$ cat src/rtl/costas_pd_lf_if.sv
// Sample/control bus between the carrier-recovery front end and the Costas
// phase detector / loop filter, plus the NCO frequency-correction result.
interface costas_pd_lf_if #(
    parameter int unsigned DW = 16,
    parameter int unsigned AW = 30
);
    logic                 clken;
    logic                 din_valid;
    logic signed [DW-1:0] i_in;
    logic signed [DW-1:0] q_in;
    logic                 hold;
    logic                 clr;
    logic signed [AW-1:0] freq_mod_o;
    logic                 freq_valid;
    logic                 locked;

    modport master (
        output clken, din_valid, i_in, q_in, hold, clr,
        input  freq_mod_o, freq_valid, locked
    );

    modport slave (
        input  clken, din_valid, i_in, q_in, hold, clr,
        output freq_mod_o, freq_valid, locked
    );
endinterface

$ cat src/rtl/costas_pd_lf.sv
// Polar-Costas phase detector (sign(I)*Q) feeding a saturating PI loop filter
// that drives the NCO frequency-modulation input, with a hysteretic lock detector.
module costas_pd_lf #(
    parameter int unsigned DW       = 16,
    parameter int unsigned AW       = 30,
    parameter int unsigned KP_SH    = 12,
    parameter int unsigned KI_SH    = 4,
    parameter int unsigned LOCK_TH  = 2048,
    parameter int unsigned LOCK_CNT = 64
) (
    input  logic           clk,
    input  logic           reset_n,
    costas_pd_lf_if.slave  bus
);
    localparam int unsigned SW = AW + 1;
    localparam int unsigned EW = DW + 1;

    localparam logic [0:0] ACQ    = 1'b0;
    localparam logic [0:0] LOCKED = 1'b1;

    localparam logic signed [DW-1:0] E_MAX = {1'b0, {(DW-1){1'b1}}};
    localparam logic signed [DW-1:0] E_MIN = {1'b1, {(DW-1){1'b0}}};
    localparam logic signed [AW-1:0] O_MAX = {1'b0, {(AW-1){1'b1}}};
    localparam logic signed [AW-1:0] O_MIN = {1'b1, {(AW-1){1'b0}}};
    localparam logic [EW-1:0]        TH    = EW'(LOCK_TH);
    localparam logic [15:0]          CNT_END = 16'(LOCK_CNT);

    function automatic logic signed [AW-1:0] sat_aw(input logic signed [SW-1:0] x);
        if (x[SW-1] != x[SW-2]) begin
            return x[SW-1] ? O_MIN : O_MAX;
        end
        return x[AW-1:0];
    endfunction

    // Stage 1: phase error, with -(most negative) clamped to the positive max
    logic signed [DW-1:0] neg_q_c;
    logic signed [DW-1:0] pd_e_c;
    logic signed [DW-1:0] s1_e;
    logic                 s1_valid;

    always_comb begin
        neg_q_c = (bus.q_in == E_MIN) ? E_MAX : -bus.q_in;
        pd_e_c  = bus.i_in[DW-1] ? neg_q_c : bus.q_in;
    end

    always_ff @(posedge clk or negedge reset_n) begin
        if (!reset_n) begin
            s1_valid <= 1'b0;
            s1_e     <= '0;
        end else if (bus.clken) begin
            s1_valid <= bus.din_valid;
            if (bus.din_valid) begin
                s1_e <= pd_e_c;
            end
        end
    end

    // Stage 2: proportional and integral paths
    logic signed [AW-1:0] e_kp_c;
    logic signed [AW-1:0] e_ki_c;
    logic signed [AW-1:0] integ_nxt_c;
    logic signed [AW-1:0] prop;
    logic signed [AW-1:0] integ;
    logic                 s2_valid;

    always_comb begin
        e_kp_c      = AW'(s1_e) <<< KP_SH;
        e_ki_c      = AW'(s1_e) <<< KI_SH;
        integ_nxt_c = sat_aw(SW'(integ) + SW'(e_ki_c));
    end

    always_ff @(posedge clk or negedge reset_n) begin
        if (!reset_n) begin
            s2_valid <= 1'b0;
            prop     <= '0;
            integ    <= '0;
        end else if (bus.clken) begin
            s2_valid <= s1_valid;
            if (s1_valid) begin
                prop <= bus.hold ? '0 : e_kp_c;
            end
            if (bus.clr) begin
                integ <= '0;
            end else if (s1_valid && !bus.hold) begin
                integ <= integ_nxt_c;
            end
        end
    end

    // Lock detector: consecutive in-band / out-of-band run counters
    logic signed [EW-1:0] e_ext_c;
    logic [EW-1:0]        abs_e_c;
    logic                 in_band_c;
    logic [0:0]           state;
    logic [0:0]           state_nxt;
    logic [15:0]          cnt_in;
    logic [15:0]          cnt_in_nxt;
    logic [15:0]          cnt_out;
    logic [15:0]          cnt_out_nxt;

    always_comb begin
        e_ext_c     = EW'(s1_e);
        abs_e_c     = e_ext_c[EW-1] ? EW'(-e_ext_c) : EW'(e_ext_c);
        in_band_c   = (abs_e_c < TH);
        state_nxt   = state;
        cnt_in_nxt  = cnt_in;
        cnt_out_nxt = cnt_out;
        if (s1_valid) begin
            if (state == ACQ) begin
                if (!in_band_c) begin
                    cnt_in_nxt = '0;
                end else if (cnt_in + 16'd1 == CNT_END) begin
                    state_nxt   = LOCKED;
                    cnt_in_nxt  = '0;
                    cnt_out_nxt = '0;
                end else begin
                    cnt_in_nxt = cnt_in + 16'd1;
                end
            end else begin
                if (in_band_c) begin
                    cnt_out_nxt = '0;
                end else if (cnt_out + 16'd1 == CNT_END) begin
                    state_nxt   = ACQ;
                    cnt_in_nxt  = '0;
                    cnt_out_nxt = '0;
                end else begin
                    cnt_out_nxt = cnt_out + 16'd1;
                end
            end
        end
    end

    always_ff @(posedge clk or negedge reset_n) begin
        if (!reset_n) begin
            state   <= ACQ;
            cnt_in  <= '0;
            cnt_out <= '0;
        end else if (bus.clken) begin
            state   <= state_nxt;
            cnt_in  <= cnt_in_nxt;
            cnt_out <= cnt_out_nxt;
        end
    end

    // Stage 3: output sum; freq_valid drops during a stall so it never repeats
    always_ff @(posedge clk or negedge reset_n) begin
        if (!reset_n) begin
            bus.freq_mod_o <= '0;
            bus.freq_valid <= 1'b0;
            bus.locked     <= 1'b0;
        end else begin
            bus.freq_valid <= bus.clken & s2_valid;
            if (bus.clken && s2_valid) begin
                bus.freq_mod_o <= sat_aw(SW'(prop) + SW'(integ));
                bus.locked     <= (state == LOCKED);
            end
        end
    end
endmodule

$ cat src/flat_wrapper.sv
// flat-port wrapper written by rule: the top's interface ports become plain ports
module costas_pd_lf_flat 
#(
    parameter int unsigned DW       = 16,
    parameter int unsigned AW       = 30,
    parameter int unsigned KP_SH    = 12,
    parameter int unsigned KI_SH    = 4,
    parameter int unsigned LOCK_TH  = 2048,
    parameter int unsigned LOCK_CNT = 64
)
  (clk, reset_n, bus_clken, bus_din_valid, bus_i_in, bus_q_in, bus_hold, bus_clr, bus_freq_mod_o, bus_freq_valid, bus_locked);
  costas_pd_lf_if #(.DW(DW), .AW(AW)) bus_i ();
  input  logic clk;
  input  logic reset_n;
  input wire logic [$bits(bus_i.clken)-1:0] bus_clken;
  input wire logic [$bits(bus_i.din_valid)-1:0] bus_din_valid;
  input wire logic [$bits(bus_i.i_in)-1:0] bus_i_in;
  input wire logic [$bits(bus_i.q_in)-1:0] bus_q_in;
  input wire logic [$bits(bus_i.hold)-1:0] bus_hold;
  input wire logic [$bits(bus_i.clr)-1:0] bus_clr;
  output wire logic [$bits(bus_i.freq_mod_o)-1:0] bus_freq_mod_o;
  output wire logic [$bits(bus_i.freq_valid)-1:0] bus_freq_valid;
  output wire logic [$bits(bus_i.locked)-1:0] bus_locked;
  assign bus_i.clken = bus_clken;
  assign bus_i.din_valid = bus_din_valid;
  assign bus_i.i_in = bus_i_in;
  assign bus_i.q_in = bus_q_in;
  assign bus_i.hold = bus_hold;
  assign bus_i.clr = bus_clr;
  assign bus_freq_mod_o = bus_i.freq_mod_o;
  assign bus_freq_valid = bus_i.freq_valid;
  assign bus_locked = bus_i.locked;
  costas_pd_lf #(.DW(DW), .AW(AW), .KP_SH(KP_SH), .KI_SH(KI_SH), .LOCK_TH(LOCK_TH), .LOCK_CNT(LOCK_CNT)) u_core (.clk(clk), .reset_n(reset_n), .bus(bus_i));
endmodule
$ cat config.mk
export PLATFORM = sky130hd
export DESIGN_NAME = costas_pd_lf_flat
export DESIGN_NICKNAME = d
export VERILOG_FILES = /design/src/rtl/costas_pd_lf_if.sv /design/src/rtl/costas_pd_lf.sv /design/src/flat_wrapper.sv
export SDC_FILE = /design/constraint.sdc
export NUM_CORES = 1
export LEC_CHECK = 0
export ABC_AREA = 1
export BUFFER_PORTS_ARGS = -buffer_cell sky130_fd_sc_hd__buf_2
export CAP_MARGIN = 20
export CORE_MARGIN = 2
export CORE_UTILIZATION = 35
export DETAILED_ROUTE_END_ITERATION = 10
export GPL_TIMING_DRIVEN = 1
export PLACE_DENSITY = 0.56
export SETUP_SLACK_MARGIN = 0.5
export SLEW_MARGIN = 40
export SYNTH_ARGS = -nofsm -noshare
export SYNTH_HDL_FRONTEND = slang
export SYNTH_SLANG_ARGS = --single-unit
$ cat constraint.sdc
create_clock -name clk -period 2.9 [get_ports clk]
set_input_delay 0.145 -clock clk [delete_from_list [all_inputs] [get_ports clk]]
set_output_delay 0.145 -clock clk [all_outputs]
set_load 0.01 [all_outputs]
==> results.cfg <==
[cts]
root_buffer = clkbuf_16
cts-htree-levels = 4
cts.sinks = 123
clk_latency_ps = 420
clock_path_buffers = 2
path_clk_slew_ps = 60
cts_tree = built
numCtsBuffers = 17

[power]
ir_drop_v = 0.000432
power_density_nw_per_um2 = 686
leakage_nw = 5.60
report.power.total_w = 0.00782

[critical_path]
worst_path_largest_cell_delay_ps = 580
path_max_fanout = 8
crit_family = simple AND/OR/NAND/NOR gates
rrSetupSlack_ps = 60
rr_worst_depth = 15
reg2reg_to = u_core.integ[2]
critPathLaunchType = flip-flop
crit_type = flip-flop to flip-flop
crit_buf_inv = 4
slowest_stage = dfrtp_4
worstPathArrival_ps = 3140
worst_setup_path_end_kind = flip-flop
crit_chain = ha_4, nand2_4, nor2_1, inv_1, nor3_2, nand3_1, nand3_2, nand2_1, nand2_1, xor2_1, inv_1, ha_4, clkinvlp_4, buf_6, a32o_1
r2r-start = u_core.s1_e[15]
required_ps = 3200

[detailed_routing]
drt-initial-drc-count = 537
m1WireLength_um = 13200
met3WireLength_um = 893
drc = 0
wl_per_cell_um = 14.6
first_pass_iters = 5
routed.top_layer = met4
vias = 8641
wl_met2_um = 11200
postRouteAntennaNets = 0
wirelength_um = 25700
viasPerCell = 4.89

[floorplan]
placementRows = 58
start_util_pct = 35.5
ios = 70
die_width_um = 163
dieArea_um2 = 26700
die_h_um = 163
coreArea_um2 = 25000

[timing]
fin_tns_setup_ps = 0
tightestPinTransition_ps = 736
finalSetupViolations = 0
relSlewSlack_pct = 50.7
rsz0062_at_grt = yes
min_period_ps = 2840
fmax_mhz = 352
fin_crit_sh_pct = 97.9
hold_viol_final = 0
holdWs_ps = 17.6
final_max_slew_viol_count = 0
fin_skew_ps = 10.9

[worst_hold_path]
whs_endpoint = u_core.s1_e[14]
hold_class = primary input to flip-flop
hp-start = bus_q_in[14]
min_path_cells = 3

[synthesis]
synth_seq_cells = 123
syn_avg_cell_area_um2 = 6.87
seq_area_frac_synth_pct = 34.7
synthTopCellsByArea = dfrtp_1 (35%), nand2_1 (17%), ha_1 (7.0%)
synth_area_um2 = 8880
synth_nets = 1382
synth_warnings = 0
syn-instance-count = 1292
synth_cell_type_count = 42
synth_top_area_share_pct = 34.7
synth.largest_area_cell = dfrtp_1

[finish]
mostFrequentLayoutCells = nand2_1 (400), nor2_1 (144), dfrtp_1 (120)
nNetsFinal = 1517
postLayoutCellArea_um2 = 11400
final_layout_size_suffix_gt1_share_pct = 21.6
antenna_cells = 0
post-route-util_pct = 45.5
fillCellCount = 2575
final_common_cell = nand2_1
syn2layout_area_growth_pct = 28.4

[job]
cap_violations = 0

[global_route]
antenna_found_initial = 0
grt_pass1_wl_um = 41400
overflow = 0
grt_usage_pct = 19.5
grt_start_max_net_pins = 49
grt_pass1_vias = 8058

[status]
status = completed

[placement]
dp_hpwl_um = 19300
dpl-instance-area_um2 = 10100
numPortBuffers = 54
place.gp.congestion = 0.884
final cells by class:
type / count / area, um^2 / share of cell area [%]
Clock buffer: 21 / 470 / 4.13
Timing Repair Buffer: 152 / 1160 / 10.1
Sequential cell: 123 / 3080 / 27.1
Inverter: 115 / 447 / 3.92
Multi-Input combinational cell: 1017 / 5680 / 49.8
Clock inverter: 8 / 143 / 1.25
Tap cell: 330 / 413 / 3.62
Timing Repair inverter: 1 / 7.51 / 0.0659
power breakdown:
| part | internal, W | switching (W) |
|---|---|---|
| Sequential | 0.00203 | 0.000269 |
| Clock | 0.00149 | 0.000764 |
| Combinational | 0.00142 | 0.00185 |
Yosys cell counts (all sizes together):
master,number
and2,1
nand3b,6
a21oi,85
o21ai,63
a32o,1
a211oi,1
nor2,157
inv,113
clkinv,2
a22oi,2
a21boi,1
nand2b,1
dfrtp,123
a31oi,2
buf,17
fa,2
clkbuf,20
ha,50
or2,4
a32oi,2
xnor2,13
o22ai,3
a21o,4
nor3,24
nor4,2
a22o,5
nand2,421
o31ai,1
o21bai,7
nand3,124
nand4,13
xor2,22
worst reg2reg max path: stages (launching register included):
cell        delay, ps
dfrtp_4           580
ha_4              340
nand2_4            60
nor2_1             80
inv_1              70
nor3_2            160
nand3_1           140
nand3_2            90
nand2_1            60
nand2_1            70
xor2_1            150
inv_1              90
ha_4              320
clkinvlp_4        160
buf_6             150
a32o_1            230
how the worst max path moves through the flow:
stage / from / to / cells past startpoint
6_report: u_core.s1_e[15] / u_core.integ[2] / 15
4_1_cts: u_core.s1_e[15] / u_core.integ[2] / 15
5_1_grt: u_core.s1_e[15] / u_core.integ[12] / 17
3_3_place_gp: u_core.s1_e[15] / u_core.integ[4] / 15
2_1_floorplan: u_core.s1_e[15] / u_core.integ[5] / 15
3_5_place_dp: u_core.s1_e[15] / u_core.integ[20] / 15
metal layers:
layer	track usage, %	vias to the layer above
met5	0	-
met4	5.87	0
met3	2.26	37
met2	29.1	186
met1	29.4	3930
li1	-	4488
logic make-up (layout without fill, tap and decap cells):
logic type / after synthesis / count (layout) / share of synthesized area, %
compound gates: 177 / 177 / 11.5
xor+xnor: 35 / 35 / 3.45
fa+ha+maj: 52 / 52 / 7.50
buf+inv: 152 / 297 / 7.17
flops: 123 / 123 / 34.7
simple gates: 753 / 753 / 35.7
registers in the layout (all words and copies together), names as in the netlist, 16 cells and up:
| signal | flops |
|---|---|
| u_core.s1_e | 16 |
| u_core.cnt_in | 16 |
| u_core.prop | 16 |
| u_core.integ | 27 |
| u_core.cnt_out | 16 |
| u_core.bus.freq_mod_o | 27 |
stage by stage:
step | worst slack, ps | instances
2_1_floorplan | 143 | 1292
3_3_place_gp | 39.5 | 1711
3_5_place_dp | 0.823 | 1711
4_1_cts | 95.3 | 1755
5_1_grt | -135 | 1767
6_report | 59.8 | 1767
timing repair:
| item | 4_1_cts | 5_1_grt |
|---|---|---|
| gates resized for setup | 37 | 69 |
| gates cloned | 1 | 3 |
| setup endpoints to repair | 69 | 85 |
| buffers inserted | 13 | 9 |
| pin swaps | 17 | 13 |
| hold buffers | 1 | 0 |
| endpoints found under the hold margin | 36 | 0 |
(Power assumes the default switching activity.)
